**src/rtl/ode_step_accumulator.sv**
```systemverilog
// ode_step_accumulator
//   Sequential accumulation stage for one ODE solver step. A start pulse
//   loads y_n and a term count. Each accepted signed term is then added to
//   or subtracted from the accumulator. The result y_{n+1} and a sticky
//   overflow flag are presented through a valid/ready handshake.
//
// Ports:
//   clk, rst            rising-edge clock, async active-high reset
//   start               begin a step (honoured only in IDLE)
//   init_value          y_n, sampled with start
//   num_terms           number of terms, sampled with start (0 allowed)
//   in_valid/in_ready   term handshake; in_ready depends on state only
//   in_data, in_sub     signed term; in_sub=1 subtracts it
//   out_valid/out_ready result handshake
//   out_data            accumulator value (meaningful when out_valid=1)
//   out_overflow        sticky signed-range overflow for this step
//   busy                high in ACCUM and DONE
//
// Build option:
//   ODE_ACC_SATURATE_EN  defined: clamp each out-of-range result to the
//                        signed limits. Undefined: two's-complement wrap.

module ode_step_accumulator #(
  parameter int DATA_WIDTH  = 16,
  parameter int COUNT_WIDTH = 8
) (
  input  logic                   clk,
  input  logic                   rst,
  input  logic                   start,
  input  logic [DATA_WIDTH-1:0]  init_value,
  input  logic [COUNT_WIDTH-1:0] num_terms,
  input  logic                   in_valid,
  output logic                   in_ready,
  input  logic [DATA_WIDTH-1:0]  in_data,
  input  logic                   in_sub,
  output logic                   out_valid,
  input  logic                   out_ready,
  output logic [DATA_WIDTH-1:0]  out_data,
  output logic                   out_overflow,
  output logic                   busy
);

  // state | meaning
  // IDLE  | waiting for start
  // ACCUM | accepting terms, one per cycle
  // DONE  | result held until out_ready
  localparam logic [1:0] ST_IDLE  = 2'd0;
  localparam logic [1:0] ST_ACCUM = 2'd1;
  localparam logic [1:0] ST_DONE  = 2'd2;

  logic [1:0]             state_q, state_d;
  logic [DATA_WIDTH-1:0]  acc_q, acc_d;
  logic [COUNT_WIDTH-1:0] remaining_q, remaining_d;
  logic                   overflow_q, overflow_d;

  logic [DATA_WIDTH:0]    sum;
  logic                   ovf_now;
  logic [DATA_WIDTH-1:0]  next_acc;

  // One extra bit holds any sum or difference of two DATA_WIDTH signed
  // values exactly, so subtracting the most-negative value needs no special case.
  always_comb begin
    if (in_sub) sum = {acc_q[DATA_WIDTH-1], acc_q} - {in_data[DATA_WIDTH-1], in_data};
    else        sum = {acc_q[DATA_WIDTH-1], acc_q} + {in_data[DATA_WIDTH-1], in_data};
  end

  // The result is out of range when the top two bits of the exact sum differ.
  assign ovf_now = sum[DATA_WIDTH] ^ sum[DATA_WIDTH-1];

`ifdef ODE_ACC_SATURATE_EN
  // The sign of the exact sum selects the limit.
  always_comb begin
    if (!ovf_now)            next_acc = sum[DATA_WIDTH-1:0];
    else if (sum[DATA_WIDTH]) next_acc = {1'b1, {(DATA_WIDTH-1){1'b0}}};
    else                     next_acc = {1'b0, {(DATA_WIDTH-1){1'b1}}};
  end
`else
  always_comb begin
    next_acc = sum[DATA_WIDTH-1:0];
  end
`endif

  always_comb begin
    state_d     = state_q;
    acc_d       = acc_q;
    remaining_d = remaining_q;
    overflow_d  = overflow_q;
    case (state_q)
      ST_IDLE: begin
        if (start) begin
          acc_d       = init_value;
          remaining_d = num_terms;
          overflow_d  = 1'b0;
          state_d     = (num_terms == '0) ? ST_DONE : ST_ACCUM;
        end
      end
      ST_ACCUM: begin
        // in_ready is high throughout ACCUM, so in_valid alone means accept.
        if (in_valid) begin
          acc_d       = next_acc;
          remaining_d = remaining_q - 1'b1;
          overflow_d  = overflow_q | ovf_now;
          if (remaining_q == COUNT_WIDTH'(1)) state_d = ST_DONE;
        end
      end
      ST_DONE: begin
        if (out_ready) state_d = ST_IDLE;
      end
      default: state_d = ST_IDLE;
    endcase
  end

  always_ff @(posedge clk or posedge rst) begin
    if (rst) begin
      state_q     <= ST_IDLE;
      acc_q       <= '0;
      remaining_q <= '0;
      overflow_q  <= 1'b0;
    end else begin
      state_q     <= state_d;
      acc_q       <= acc_d;
      remaining_q <= remaining_d;
      overflow_q  <= overflow_d;
    end
  end

  assign in_ready     = (state_q == ST_ACCUM);
  assign out_valid    = (state_q == ST_DONE);
  assign busy         = (state_q != ST_IDLE);
  assign out_data     = acc_q;
  assign out_overflow = overflow_q;

endmodule

```
**config.mk**
```make
export PLATFORM = sky130hd
export DESIGN_NAME = ode_step_accumulator
export DESIGN_NICKNAME = d
export VERILOG_FILES = /design/src/rtl/ode_step_accumulator.sv
export SDC_FILE = /design/constraint.sdc
export NUM_CORES = 1
export LEC_CHECK = 0
export BUFFER_PORTS_ARGS = -buffer_cell sky130_fd_sc_hd__buf_2
export CORE_ASPECT_RATIO = 0.5
export CORE_MARGIN = 5
export CORE_UTILIZATION = 39
export DETAILED_ROUTE_END_ITERATION = 8
export GPL_ROUTABILITY_DRIVEN = 0
export PLACE_DENSITY = 0.64
export SETUP_SLACK_MARGIN = 0.3
export SYNTH_ARGS = -nofsm -noshare
export SYNTH_HDL_FRONTEND = slang
export SYNTH_SLANG_ARGS = --single-unit
```
**constraint.sdc**
```tcl
create_clock -name clk -period 2.7 [get_ports clk]
set_clock_uncertainty 0.15 [all_clocks]
set_input_delay 0.135 -clock clk [delete_from_list [all_inputs] [get_ports clk]]
set_output_delay 0.135 -clock clk [all_outputs]
set_load 0.02 [all_outputs]
```
==> metrics.txt, run 1 <==
GRT overflow 0; VDD IR-drop max 413.4 uV; unrepaired setup endpoints after global routing yes; initial core utilization 40.65%; antenna violations before repair 0; clock slew at reported path FFs 0.07 ns; type of the tightest min-delay check in2reg; Area Overhead vs Synth 51.15%; Placeable Area 6156 sq um; fill count between 500 and 600; Mapped Nets approximately 380; Clock Path Buffers 2; initial drt markers just under 200; Fin. Hold Viols 0; routed via count 2,761; fin. max-slew vios 0; CTS root buf clkbuf_16; outcome finished clean; Post-synth EDFFs 0; worst setup margin around 0.08 ns; Rows 20; Seq/Total Area, Yosys 27.00%; vias in the first global route 2,723; Die X between 100 and 150 um; Layout Utilization between 60% and 70%; Synth Area per Inst 7.919 sq um; Design Power ~0.0045 W; CTS tree done; fraction of layout cells with a size suffix above 1 43.69%; Post-synth ARST share 100.0%; most frequent cells in the layout 61 x buf_2, 48 x buf_4, 31 x nand2_1, 26 x dfrtp_1; IO Port Bufs 65; Vias/cell 5.351; total negative slack 0 ns; Power Dens Cells 1179 nW/um^2; Post-layout nets 495; die footprint just over 8000 sq um; wire per inst 15.61 um; 1st-pass router iterations 4; critical path launch point type primary input; Setup-failing EPs final 0; Tcrit/Tclk final between 90% and 100%; DIE HEIGHT 66.64 um; # IOs 66; LEAKAGE around 1.7 nW; WS Path Type in2reg; Total GRT Usage 19.96%; wirelength, routed between 8000 and 9000 um; Finished Cell Area 3782 sq um; fmax 381.6 MHz; drt drc 0; H-tree depth 1; Post-DP Area 3329 sq um; Antenna Cells 0; maximum fanout along the worst path 4; CP required ~2.7 ns; number of max-cap violations 0; DP Worst Slack -0.2580 ns; CP endpoint kind register; Worst Max-Slew Pin Slew between 0.5 and 0.6 ns; CP arrival 2.66 ns; Slew HR 63.30%; min cycle time layout 2.620 ns; most common cell after layout, fill and taps aside buf_2; cells after synthesis 316; first-pass GRT wire length roughly 13,000 um; prevailing post-synth register cell dfrtp_1; pin count of the biggest net entering global routing 28; post-synthesis register bit count 27; clock latency on the worst-skew pair 0.26 ns; DP HPWL 6112 um; Cell variety after synth between 50 and 60; TritonCTS buffer count 3; Post-DRT Antenna Nets 0; post-synthesis cell area 2502 sq um; clock sinks 27; Synth Warn # 0
through the flow:
stage | hold slack [ns] | std cells
after floorplan | 0.03765 | 316
after global placement | 0.06237 | 496
after detailed placement | 0.06969 | 496
after CTS | 0.006246 | 514
after global routing | 0.01582 | 516
final | 0.006664 | 516
repair_timing:
item | CTS | global route
hold buffers | 3 | 0
endpoints found under the hold margin | 29 | 0
setup buffers | 11 | 2
resized for setup | 37 | 23
pin swaps | 33 | 24
setup endpoints to repair | 10 | 10
cell families (layout without fill, tap and decap cells):
| family | count (synthesis) | count (layout) | synth area share, % |
|---|---|---|---|
| AOI/OAI and AO/OA | 105 | 105 | 25.85 |
| and+or+nand+nor | 101 | 101 | 19.80 |
| xor gates and xnor gates | 28 | 28 | 10.35 |
| adders and majority gates | 20 | 20 | 10.30 |
| DFF | 27 | 27 | 27.00 |
| buffers and inverters | 30 | 142 | 4.650 |
| muxes | 5 | 5 | 2.050 |
registers in the layout, indices dropped and copies added (netlist names):
name,flops
state_q,2
out_data,16
remaining_q,8
out_overflow,1
synthesized netlist by cell type (2+ instances only):
master,count,area [sq um]
nand2_1,32,120.1
or2_2,2,12.51
nor4_1,4,25.02
o211ai_1,2,15.01
xor2_1,4,35.03
nor2_1,27,101.4
xnor2_1,23,201.4
a211oi_1,7,52.55
nor3_1,6,30.03
a21oi_1,35,175.2
nand2b_1,5,31.28
a21o_1,4,30.03
nand3_1,7,35.03
nor2b_1,3,18.77
dfrtp_1,27,675.7
nor3b_1,5,37.54
ha_1,19,237.7
a31oi_1,6,37.54
or3_1,2,12.51
o31ai_1,3,22.52
clkbuf_1,12,45.04
o21ai_0,25,125.1
inv_1,16,60.06
o22ai_1,10,62.56
mux2i_1,4,40.04
critical path: stages:
cell	delay (ns)
buf_12	0.12
inv_12	0.04
ha_4	0.11
nor3b_4	0.21
and2_4	0.21
a21oi_2	0.06
xnor2_1	0.14
ha_1	0.35
and3_4	0.20
o211ai_1	0.12
o41a_1	0.43
xnor2_2	0.17
xnor3_1	0.22
a21oi_1	0.14
final timing paths:
path	startpoint	end	slack, ns	depth (start not counted)
max	in_data[1]	out_overflow$_DFFE_PP0P_	0.08	14
min	init_value[6]	out_data[6]$_DFFE_PP0P_	0.007	3
max reg2reg	out_data[0]$_DFFE_PP0P_	out_data[14]$_DFFE_PP0P_	0.24	11
min reg2reg	out_data[4]$_DFFE_PP0P_	out_data[4]$_DFFE_PP0P_	0.38	2
max in group asynchronous	rst	out_data[0]$_DFFE_PP0P_	1.77	4
min in group asynchronous	rst	out_data[10]$_DFFE_PP0P_	0.33	4
power breakdown:
group	leakage [nW]	switching [W]	total [W]	internal, W
registers	0.317	0.000250	0.000862	0.000613
logic	1.36	0.00173	0.00326	0.00152
clock network	0.0409	0.000142	0.000342	0.000200
cell type report:
type	count	area [sq um]	share of cell area, %
Clock buffer	3	75.07	1.985
Sequential cell	27	676.9	17.90
Multi-Input combinational cell	259	2012	53.19
Tap cell	88	110.1	2.911
Inverter	16	77.57	2.051
Timing Repair Buffer	122	825.8	21.83
Clock inverter	1	5.005	0.1323
layer usage:
layer	up-vias	wire, um	GRT usage (%)
li1	1371	-	-
met1	1299	3724	28.06
met2	87	3746	33.33
met3	4	533	2.545
met4	0	51	3.310
met5	-	0	0
Note: power is estimated with default switching activity, not from simulation.
==> inputs of run 2 (changes only) <==
- clock period: 2.7 -> 2.5 ns (I/O delays scaled with it)
==> run 2 against run 1 <==
- the run now ends with negative setup slack left
- core utilization increased by 1.6 points
- non-clock buffer count grew 12
- combinational power grew 15%
- via count up 2.1%
- critical path type unchanged
- critical endpoint is now out_data[14]$_DFFE_PP0P_
==> metrics.txt, run 2 (synthesis results as in run 1) <==
min cycle time layout 2.752 ns; failing checks negative setup slack; Slew HR roughly three fifths; Vias/cell 5.337; H-tree depth 1; Setup-failing EPs final 6; clock sinks 27; vias in the first global route 2,879; clock slew at reported path FFs ~0.07 ns; most frequent cells in the layout 62 x buf_2, 61 x buf_4, 31 x nand2_1, 26 x dfrtp_1, 24 x nor2_1; 1st-pass router iterations 5; DP HPWL around 6300 um; IO Port Bufs 65; CTS root buf clkbuf_16; TritonCTS buffer count 3; CP required 2.47 ns; reg2reg start out_data[0]$_DFFE_PP0P_; drt drc 0; Hold Path Depth 3; WHS Endpoint out_data[6]$_DFFE_PP0P_; maximum fanout along the worst path 5; Power Dens Cells 1297 nW/um^2; Clock Path Buffers 2; first-pass GRT wire length 13,700 um; fin. max-slew vios 0; Post-DRT Antenna Nets 0; Placeable Area 6156 sq um; Layout Utilization 63.03%; Antenna Cells 0; worst setup margin -0.2516 ns; clock latency on the worst-skew pair 0.27 ns; pin count of the biggest net entering global routing 36; VDD IR-drop max 556.1 uV; antenna violations before repair 0; Post-layout nets 507; DIE HEIGHT 66.64 um; Worst Max-Slew Pin Slew 0.6122 ns; initial core utilization approximately two fifths; fraction of layout cells with a size suffix above 1 44.09%; Total GRT Usage 21.01%; GRT overflow 0; WS Path Type in2reg; routed via count 2,818; hold_sp init_value[6]; outcome finished, violations left; type of the tightest min-delay check in2reg; DP Worst Slack -0.5430 ns; R2R Setup Slk -0.07 ns; wirelength, routed 8604 um; R2R depth 11; Area Overhead vs Synth 55.05%; max FFs per register 16; fmax 363.4 MHz; die footprint 8215 sq um; # IOs 66; Tcrit/Tclk final 110.1%; LEAKAGE around 1.8 nW; CP arrival 2.72 ns; number of max-cap violations 0; most common cell after layout, fill and taps aside buf_2; Fin. Hold Viols 0; CP endpoint kind register; unrepaired setup endpoints after global routing yes; reg-to-reg endpoint out_data[14]$_DFFE_PP0P_; fill count 512; initial drt markers roughly 220; CP startpoint in_data[1]; wire per inst 16.30 um; Rows 20; Die X roughly 120 um; Design Power around 0.0050 W; critical path launch point type primary input; CTS tree done
run 2: cell types whose count changed in the layout (fill, tap and decap cells not counted), sizes merged:
| cell | before | now |
|---|---|---|
| dlygate4sd3 | 3 | 5 |
| clkinv | 2 | 0 |
| buf | 119 | 129 |
| clkinvlp | 0 | 1 |
| inv | 15 | 16 |
run 2: cell type report:
cell class | count | area (sq um) | share of cell area, %
multi-input cells | 259 | 2029 | 52.31
well taps | 88 | 110.1 | 2.838
clock inverters | 1 | 7.507 | 0.1935
flip-flops and latches | 27 | 676.9 | 17.45
inverters | 16 | 77.57 | 1.999
repair buffers | 134 | 903.4 | 23.28
clock buffers | 3 | 75.07 | 1.935
run 2: worst max path at each step:
stage                               end  slack [ns]  cells past startpoint
3_5_place_dp   out_overflow$_DFFE_PP0P_       -0.54                     14
2_1_floorplan  out_overflow$_DFFE_PP0P_       -0.09                     12
3_3_place_gp   out_overflow$_DFFE_PP0P_       -0.37                     13
5_1_grt        out_overflow$_DFFE_PP0P_       -0.38                     14
4_1_cts        out_overflow$_DFFE_PP0P_       -0.12                     13
6_report       out_data[14]$_DFFE_PP0P_       -0.25                     12
run 2: power breakdown:
part	switching [W]	total, W	internal (W)	leakage (nW)
sequential	0.000249	0.000911	0.000662	0.317
combinational	0.00199	0.00374	0.00175	1.42
clock	0.000166	0.000384	0.000218	0.0371
total	0.00240	0.00503	0.00263	1.77
run 2: per-stage QoR:
stage               TNS [ns]  instances  cell area [sq um]  hold slack (ns)
floorplan           -0.08899        316               2671          0.02765
global placement      -2.254        506               3442          0.05471
detailed placement    -3.021        506               3442          0.06888
CTS                  -0.3158        523               3724         0.002535
global route          -1.617        528               3880          0.01512
finish               -0.9020        528               3880         0.001576
run 2: repair_timing:
action                                  in CTS  in global routing
hold buffers                                 5                  0
pin swaps                                   23                 26
endpoints found under the setup margin      11                 11
gates resized for setup                     23                 21
cloned                                       0                  0
setup buffers                                8                  5
hold endpoints to repair                    31                  0
run 2: critical path, cell delays in order:
cell and delay, ns:
buf_12 0.12, nor3_4 0.24, nor3b_4 0.26, nor2_2 0.09, xnor2_2 0.24, ha_4 0.26
a21o_1 0.22, a2111oi_4 0.39, o21bai_1 0.17, a31oi_1 0.20, xor2_1 0.29, o31ai_1 0.12
run 2: metal layers:
metal	vias to the layer above	wire length, um	track usage [%]
met3	11	547	3.393
met4	0	100	5.793
li1	1385	-	-
met1	1332	3995	27.94
met2	90	3960	35.50
met5	-	0	0
